[src/rtl/pipe_register_file.sv]
// Scoreboarded register file: two combinational read ports, E/M write ports, per-register pending-write counters.
// Define RF_BYPASS_EN to forward same-cycle commits to the read ports and exempt satisfied sources from stall.
module pipe_register_file #(
    parameter int DATA_WID = 32,
    parameter int ADDR_WID = 4,
    parameter int NREG     = 15,
    parameter int PEND_WID = 2
) (
    input  logic                CLK,
    input  logic                RST_N,
    input  logic [ADDR_WID-1:0] srcA,
    input  logic [ADDR_WID-1:0] srcB,
    output logic [DATA_WID-1:0] valA,
    output logic [DATA_WID-1:0] valB,
    input  logic                weE,
    input  logic [ADDR_WID-1:0] destE,
    input  logic [DATA_WID-1:0] valE,
    input  logic                weM,
    input  logic [ADDR_WID-1:0] destM,
    input  logic [DATA_WID-1:0] valM,
    input  logic                rsv_valid,
    input  logic [ADDR_WID-1:0] rsv_dst,
    output logic                stall,
    output logic                sb_err
);

    localparam int NSPEC = 2 ** ADDR_WID;
    localparam logic [ADDR_WID-1:0] NREG_A   = ADDR_WID'(NREG);
    localparam logic [PEND_WID-1:0] PEND_MAX = '1;

    // Arrays span the whole specifier space so any index is legal; entries >= NREG stay 0.
    logic [DATA_WID-1:0] regs     [NSPEC];
    logic [PEND_WID-1:0] pend     [NSPEC];
    logic [PEND_WID-1:0] pend_nxt [NSPEC];

    logic commit_e, commit_m, rsv_ok, ovf;
    logic sat_a, sat_b;
    int   tmp;

    assign commit_e = weE && (destE < NREG_A);
    assign commit_m = weM && (destM < NREG_A);
    assign rsv_ok   = rsv_valid && (rsv_dst < NREG_A);

    always_ff @(posedge CLK or negedge RST_N) begin
        if (!RST_N) begin
            for (int i = 0; i < NSPEC; i++) regs[i] <= '0;
        end else begin
            if (commit_e) regs[destE] <= valE;
            if (commit_m) regs[destM] <= valM;
        end
    end

    always_comb begin
        ovf = 1'b0;
        tmp = 0;
        for (int r = 0; r < NSPEC; r++) begin
            tmp = int'(pend[r]);
            if (rsv_ok && rsv_dst == ADDR_WID'(r)) tmp = tmp + 1;
            if (commit_e && destE == ADDR_WID'(r)) tmp = tmp - 1;
            if (commit_m && destM == ADDR_WID'(r)) tmp = tmp - 1;
            if (tmp < 0) tmp = 0;
            // Only a reserve with no offsetting commit can push past the maximum.
            if (tmp > int'(PEND_MAX)) begin
                ovf         = 1'b1;
                pend_nxt[r] = pend[r];
            end else begin
                pend_nxt[r] = PEND_WID'(tmp);
            end
        end
    end

    always_ff @(posedge CLK or negedge RST_N) begin
        if (!RST_N) begin
            for (int i = 0; i < NSPEC; i++) pend[i] <= '0;
            sb_err <= 1'b0;
        end else begin
            for (int i = 0; i < NSPEC; i++) pend[i] <= pend_nxt[i];
            if (ovf) sb_err <= 1'b1;
        end
    end

    always_comb begin
        valA = '0;
        valB = '0;
        if (srcA < NREG_A) begin
            valA = regs[srcA];
`ifdef RF_BYPASS_EN
            if (commit_e && destE == srcA) valA = valE;
            if (commit_m && destM == srcA) valA = valM;
`endif
        end
        if (srcB < NREG_A) begin
            valB = regs[srcB];
`ifdef RF_BYPASS_EN
            if (commit_e && destE == srcB) valB = valE;
            if (commit_m && destM == srcB) valB = valM;
`endif
        end
    end

    always_comb begin
        stall = 1'b0;
        sat_a = 1'b0;
        sat_b = 1'b0;
`ifdef RF_BYPASS_EN
        sat_a = (pend[srcA] == PEND_WID'(1)) &&
                ((commit_e && destE == srcA) || (commit_m && destM == srcA));
        sat_b = (pend[srcB] == PEND_WID'(1)) &&
                ((commit_e && destE == srcB) || (commit_m && destM == srcB));
`endif
        if (srcA < NREG_A && pend[srcA] != '0 && !sat_a) stall = 1'b1;
        if (srcB < NREG_A && pend[srcB] != '0 && !sat_b) stall = 1'b1;
    end

endmodule

[config.mk]
export PLATFORM = sky130hd
export DESIGN_NAME = pipe_register_file
export DESIGN_NICKNAME = d
export VERILOG_FILES = /design/src/rtl/pipe_register_file.sv
export SDC_FILE = /design/constraint.sdc
export NUM_CORES = 1
export LEC_CHECK = 0
export ABC_CLOCK_PERIOD_IN_PS = 2800
export CAP_MARGIN = 15
export CELL_PAD_IN_SITES_DETAIL_PLACEMENT = 0
export CELL_PAD_IN_SITES_GLOBAL_PLACEMENT = 1
export CORE_UTILIZATION = 44
export DETAILED_ROUTE_END_ITERATION = 16
export PLACE_DENSITY_LB_ADDON = 0.1
export REMOVE_ABC_BUFFERS = 1
export SLEW_MARGIN = 20
export SYNTH_ARGS = -nofsm -noshare
export SYNTH_HDL_FRONTEND = slang
export SYNTH_SLANG_ARGS = --single-unit
[constraint.sdc]
create_clock -name CLK -period 2.8 [get_ports CLK]
set_clock_uncertainty 0.1 [all_clocks]
set_input_delay 0.28 -clock CLK [delete_from_list [all_inputs] [get_ports CLK]]
set_output_delay 0.28 -clock CLK [all_outputs]
set_load 0.02 [all_outputs]
==> results by group, run 1 <==
Synth
  • Async set-reset flop share out of synthesis: 100%
  • Sequential element share of the synthesized area: 37.4%
  • Top cells by area, synth: dfrtp_1 (37%), mux4_2 (20%), nand2_1 (9.2%)
  • Synth Register Bits: 543
  • EDFF count, synth: 0
  • Dominant cell type by area after synthesis: dfrtp_1
  • Top-count cell post-synth: nand2_1
  • Yosys cell types: 79
  • Main flop type after synthesis: dfrtp_1
  • Syn. warnings: 0
  • Synthesized area: between 30000 and 40000 um2
  • Synth top cells by count: nand2_1 (896), dfrtp_1 (543), nor2_1 (487), a31oi_1 (363), mux4_2 (328)
  • Yosys top cell area share: ~37%
  • Post-Syn Area per Cell: ~9.4 um2
  • Mapped Cells: 3853

Critical path
  • Critical path peak fanout: 5
  • WP buf/inv: 0
  • Worst Path Arrival: 3.54 ns
  • Req. time, crit path: 3.19 ns
  • CP Capture Type: flip-flop
  • Crit-path cells: or3_4, and2_4, ha_4, nand3_4, nand2_4, ha_4, a31oi_4, nor3b_2, or4_1, a211o_1, and4b_1, nand4_1
  • WS Path Type: reg2reg
  • CP max stage cell: or4_1
  • Max incr delay on CP: 0.50 ns
  • Delay-heaviest family, CP: simple AND/OR/NAND/NOR gates
  • Most used cell, CP: ha_4
  • CP Launch Type: flip-flop

STA
  • Setup violators final: 6
  • RSZ-0062 raised after global routing: yes
  • Final-report hold violation count: 0
  • Slew Viols, Final: 0
  • Worst slew pin tran: 1.15 ns
  • Final worst-path cycle share: 112%
  • Post-layout min period: 3.15 ns
  • Fmax: 0.318 GHz
  • Setup ws final: -0.349 ns
  • Slew headroom: 23.5%

Run status
  • Status: finished, violations left
  • Failing checks: setup timing

Floorplan
  • Initial core utilization: between 40% and 50%
  • Core area: 82000 um2
  • Rows: 105
  • I/O pin cnt: 155
  • Die width: slightly below 300 um
  • Die ar.: ~84000 um2
  • DIE HEIGHT: 290 um

Placement
  • GP Congestion: between 0.9 and 1
  • Pre-CTS setup slack: -1.37 ns
  • Post-DP HPWL: 95500 um
  • IO buf count: between 150 and 200

Detailed routing
  • DR vias: 34300
  • DRC violation count after routing: 0
  • Initial DRT Pass Iterations: 6
  • Avg WL per Cell: 28.7 um
  • Routed Antenna Nets: 0
  • Initial DRC Count: 4027
  • Vias/cell: 6.42
  • Final wirelength: 153000 um

Worst hold path
  • Worst min path class: in2async

Clocking
  • Reg clk slew, reported paths: ~0.06 ns
  • H-tree depth: 3
  • Root Driver: clkbuf_16
  • Later-pin clock latency in the skew report: 0.64 ns
  • Maximum root-to-sink buffer count: 3
  • CTS buffer count: 70
  • Sink Count: 543
  • CTS tree: done

GRT
  • Initial antenna violation count: 8
  • GR Util All Layers: 36.2%
  • Vias in the first global route: 33500
  • Global-route wire length before repair: 222000 um
  • Largest net degree at the start of global routing: 81
  • Total gr overflow: 0

Job
  • MaxCap Viol Count: 0

Pwr
  • Power density cells: 747 nW/um2
  • Total power: 34.3 mW
  • Lkg Pwr: 19.5 nW
  • Max IR drop VDD: 0.000433 V

Finish
  • # fillers: 7128
  • Multi-input gate area: approximately 22000 um2
  • Final net count: 4361
  • Synth-to-layout area growth: 26.2%
  • Share of layout cells above drive strength 1: a little under a third
  • Flip-flop and latch area: about 14000 um2
layout make-up:
cell class / count / area share, %
multi-input combinational: 2887 / 48.9
sequential: 543 / 29.6
timing repair buffer: 690 / 13.3
clock buffer: 101 / 4.47
tap: 1070 / 2.92
clock inverter: 25 / 0.608
inverter: 20 / 0.169
antenna: 2 / 0.0109
logic make-up after synthesis:
group | after synthesis | share of synthesized area (%)
simple gates | 1610 | 18.3
compound gates | 668 | 11.5
flops | 543 | 37.4
mux | 490 | 24.8
buf+inv | 423 | 4.52
fa+ha+maj | 60 | 2.06
xor+xnor | 59 | 1.47
per-layer routing:
metal	GRT usage (%)	wire (um)
met5	0	56
met4	14.2	6440
met3	8.98	16200
met2	56.3	70000
met1	48.7	60400
repair_timing:
item | 4_1_cts | 5_1_grt
setup buffers | 16 | 31
gates resized for setup | 324 | 184
setup endpoints to repair | 94 | 60
hold buffers | 1 | 0
pin swaps | 29 | 64
hold endpoints to repair | 63 | 0
power breakdown:
group          switching, mW  internal (mW)  leakage, nW
clock network           3.86           5.41         1.15
registers               1.68           9.83         6.54
logic                   6.22           7.30         11.8
path summary, 6_finish.rpt:
check                                startpoint                  end  slack [ns]  depth (start not counted)
hold / removal                            RST_N  regs[490]$_DFF_PN0_        0.14                          2
setup reg to reg           pend[22]$_DFFE_PN0N_   sb_err$_DFFE_PN0P_       -0.35                         12
setup / recovery           pend[22]$_DFFE_PN0N_   sb_err$_DFFE_PN0P_       -0.35                         12
max in group asynchronous                 RST_N  pend[2]$_DFFE_PN0N_        1.52                          3
min in group CLK              regs[8]$_DFF_PN0_    regs[8]$_DFF_PN0_        0.29                          0
hold reg to reg               regs[8]$_DFF_PN0_    regs[8]$_DFF_PN0_        0.29                          0
cell usage in the layout, fill, tap and decap left out, types with 24 or more instances in the layout:
cell type,n
nor2b_1,67
buf_12,60
nor2_4,26
mux2i_1,144
buf_2,55
xnor2_1,41
nand2_1,864
clkbuf_16,72
dfrtp_1,536
mux4_2,328
clkdlybuf4s50_1,75
a31oi_1,361
a21oi_1,56
buf_6,24
nor2_1,454
o21ai_0,110
ha_1,38
buf_4,457
through the flow:
| step | util (%) | setup TNS (ns) | cell area [um2] | hold WS, ns | cells |
|---|---|---|---|---|---|
| 3_3_place_gp | 51.7 | -40.37 | 42400 | 0.249 | 5166 |
| 5_1_grt | 56.0 | -1.73 | 45900 | 0.190 | 5337 |
| 2_1_floorplan | - | -128.01 | 34800 | -0.116 | 3450 |
| 3_5_place_dp | 51.7 | -44.19 | 42400 | 0.257 | 5166 |
| 4_1_cts | 55.0 | -0.478 | 45100 | 0.186 | 5309 |
| 6_report | 56.0 | -0.697 | 45900 | 0.143 | 5338 |
sequential cells by signal, indices dropped and copies added, names as in the netlist:
signal	flops
pend	30
regs	512
sb_err	1
Note: power is estimated with default switching activity, not from simulation.
==> run 2: changes to the inputs <==
--- a/config.mk
+++ b/config.mk
@@ -9,8 +9,9 @@
 export CAP_MARGIN = 15
 export CELL_PAD_IN_SITES_DETAIL_PLACEMENT = 0
 export CELL_PAD_IN_SITES_GLOBAL_PLACEMENT = 1
-export CORE_UTILIZATION = 44
+export CORE_UTILIZATION = 46
 export DETAILED_ROUTE_END_ITERATION = 16
+export DONT_BUFFER_PORTS = 1
 export PLACE_DENSITY_LB_ADDON = 0.1
 export REMOVE_ABC_BUFFERS = 1
 export SLEW_MARGIN = 20
==> run 2 against run 1 <==
Against the previous run:
- the run ends with hold timing, slew limit, setup timing left
- total power down 3.2%
- maximum frequency up 3.0%
- routed wire length down 3.0%
- die area down 4.3%
- worst setup slack better by 0.091 ns
- via count down 3.2%
- final area down 6.0%
- combinational power down 7%
- hold slack worse by 0.90 ns
- highest routed layer is now met4
==> results by group, run 2 (synthesized netlist as in run 1, its figures left out) <==
Run status
  • Status: finished, violations left
  • Failing checks: hold timing, slew limit, setup timing

Clocking
  • Sink Count: 543 (unchanged)
  • Maximum root-to-sink buffer count: 3 (unchanged)
  • Later-pin clock latency in the skew report: 0.64 ns (about the same)
  • Root Driver: clkbuf_16
  • H-tree depth: 3 (unchanged)
  • Reg clk slew, reported paths: 0.07 ns (about the same)
  • CTS tree: done
  • # hold bufs at CTS: 98 (+97)
  • CTS buffer count: 69 (-1.4%)

STA
  • Hold WS: -0.755 ns (-0.898 ns)
  • Fmax: 0.327 GHz (+3.0%)
  • Slew Viols, Final: 271 (+271)
  • Final worst-path cycle share: 109% (-3.2 points)
  • Worst slew pin tran: 2.01 ns (+0.863 ns)
  • Slew headroom: -34.0% (-58 points)
  • Post-layout min period: 3.06 ns (-0.0909 ns)
  • Setup violators final: 7 (+1)
  • RSZ-0062 raised after global routing: yes
  • Final-report hold violation count: 543 (+543)
  • Setup ws final: -0.258 ns (+0.0909 ns)

Critical path
  • WS Path Type: reg2reg
  • CP Capture Type: flip-flop
  • Critical path peak fanout: 3 (-2)
  • Worst Path Arrival: 3.44 ns (-0.10 ns)
  • CP Launch Type: flip-flop
  • Req. time, crit path: 3.18 ns (about the same)

Placement
  • Placed Area: 38600 um2 (-9.0%)
  • Dpl cells: 4774 (-7.6%)
  • GP Congestion: 0.917 (-1.5%)
  • IO buf count: 0 (-100%)
  • Post-DP HPWL: 81600 um (-15%)

Worst hold path
  • Worst min path class: in2async

Floorplan
  • I/O pin cnt: 155 (unchanged)
  • DIE HEIGHT: 283 um (-2.2%)
  • Initial core utilization: 46.7% (+2.4 points)
  • Rows: 102 (-2.9%)
  • Core area: 77800 um2 (-5.0%)
  • Die width: 283 um (-2.2%)
  • Die ar.: 80200 um2 (-4.3%)

GRT
  • Vias in the first global route: 32700 (-2.5%)
  • Initial antenna violation count: 3 (-5)
  • Total gr overflow: 0 (unchanged)
  • GR Util All Layers: 36.5% (+0.28 points)
  • Largest net degree at the start of global routing: 544 (+570%)
  • Global-route wire length before repair: 217000 um (-2.2%)

Detailed routing
  • Avg WL per Cell: 29.5 um (+2.8%)
  • DRC violation count after routing: 0 (unchanged)
  • Initial DRT Pass Iterations: 6 (unchanged)
  • DR vias: 33200 (-3.2%)
  • Routed Antenna Nets: 0 (unchanged)
  • Vias/cell: 6.59 (+2.5%)
  • Initial DRC Count: 3978 (-1.2%)
  • Final wirelength: 149000 um (-3.0%)

Pwr
  • Switching share of total power: 33.5% (-0.74 points)
  • Clock power share: 27.5% (+0.5 points)
  • Sw power: 11.1 mW (-5.3%)
  • Lkg Pwr: 18.0 nW (-8.0%)
  • Flop pwr share: 34.5% (+0.9 points)
  • Comb power frac: 38.0% (-1.4 points)
  • Power density cells: 769 nW/um2 (+3.0%)
  • Total power: 33.2 mW (-3.2%)
  • P_int: 22.1 mW (-2.1%)
  • Max IR drop VDD: 0.000471 V (+8.6%)

Job
  • MaxCap Viol Count: 0 (unchanged)

Finish
  • Final std cells w/o fill: 5037 (-5.6%)
  • Reg with most FFs: regs
  • Registers with the most flip-flops: regs: 512 flops, pend: 30 flops, sb_err: 1 flops
  • Max FFs per register: 512 (unchanged)
  • Final cell area excluding filler cells: 43200 um2 (-6.0%)
  • Share of layout cells above drive strength 1: 24.2% (-5.9 points)
  • Final net count: 4091 (-6.2%)
  • Synth-to-layout area growth: 18.7%
  • Most frequent cells in the layout: nand2_1 (871), dfrtp_1 (540), nor2_1 (467)
  • Commonest non-fill, non-tap cell in the layout: nand2_1
[run 2: changes by cell type in the layout (fill, tap and decap cells not counted), sizes merged]
cell / before / now
dlygate4sd3: 1 / 98
dlygate4sd2: 4 / 0
clkinv: 18 / 19
buf: 599 / 323
inv: 22 / 26
clkdlybuf4s50: 75 / 0
clkbuf: 107 / 96
clkdlybuf4s15: 5 / 0
clkinvlp: 2 / 0
[run 2: final timing paths]
check                                           from                    to  slack (ns)  cells past startpoint
min in group CLK                            destM[3]  pend[30]$_DFFE_PN0N_        0.04                      4
worst min register to register    regs[11]$_DFF_PN0_    regs[11]$_DFF_PN0_        0.29                      0
worst min-delay path                           RST_N   regs[429]$_DFF_PN0_       -0.75                      0
max in group asynchronous                      RST_N   regs[445]$_DFF_PN0_        1.73                      0
worst max-delay path            pend[22]$_DFFE_PN0N_    sb_err$_DFFE_PN0P_       -0.26                     12
worst max register to register  pend[22]$_DFFE_PN0N_    sb_err$_DFFE_PN0P_       -0.26                     12
[run 2: power groups by stage]
| stage | clock, mW | combinational (mW) | sequential [mW] |
|---|---|---|---|
| final | 9.13 | 12.6 | 11.5 |
| after global routing | 9.56 | 13.6 | 11.7 |
| after CTS | 9.24 | 11.4 | 11.3 |
| after detailed placement | 0 | 10.3 | 11.4 |
| after global placement | 0 | 10.0 | 11.2 |
| after floorplan | 0 | 7.14 | 11.0 |
[run 2: timing repair]
action,in CTS,in global routing
gates resized for setup,80,117
endpoints found under the setup margin,21,29
endpoints found under the hold margin,1024,543
buffers inserted,22,21
pin swaps,36,42
[run 2: worst max-delay path, cell delays in order, from the launching register on]
cell	delay, ns
dfrtp_2	0.44
or3_4	0.38
and2_4	0.16
ha_4	0.21
nand3_2	0.06
nand2_1	0.06
ha_2	0.19
a31oi_1	0.15
nor3b_1	0.07
or4_1	0.50
a211o_1	0.24
and4b_1	0.25
nand4_1	0.10
[run 2: routing by layer]
layer	global-route usage [%]	share of wire, %
met4	17.7	5.4
met1	48.6	39
met5	0	0
met2	56.2	45
met3	8.44	11
[run 2: layout make-up]
cell class / count / area, um2
Antenna cell: 2 / 5.00
Clock inverter: 28 / 303
Sequential cell: 543 / 13600
Inverter: 20 / 77.6
Clock buffer: 96 / 1990
Multi-Input combinational cell: 2887 / 22400
Tap cell: 1040 / 1300
Fill cell: 6705 / 34700
Timing Repair Buffer: 421 / 3530
[run 2: metrics by stage]
stage | setup TNS (ns) | worst slack, ns | utilization, %
floorplan | -128.01 | -1.95 | -
global placement | -6.21 | -0.767 | 49.5
detailed placement | -8.63 | -0.938 | 49.5
CTS | -0.394 | -0.240 | 54.4
global route | -1.50 | -0.366 | 55.5
finish | -0.489 | -0.258 | 55.5
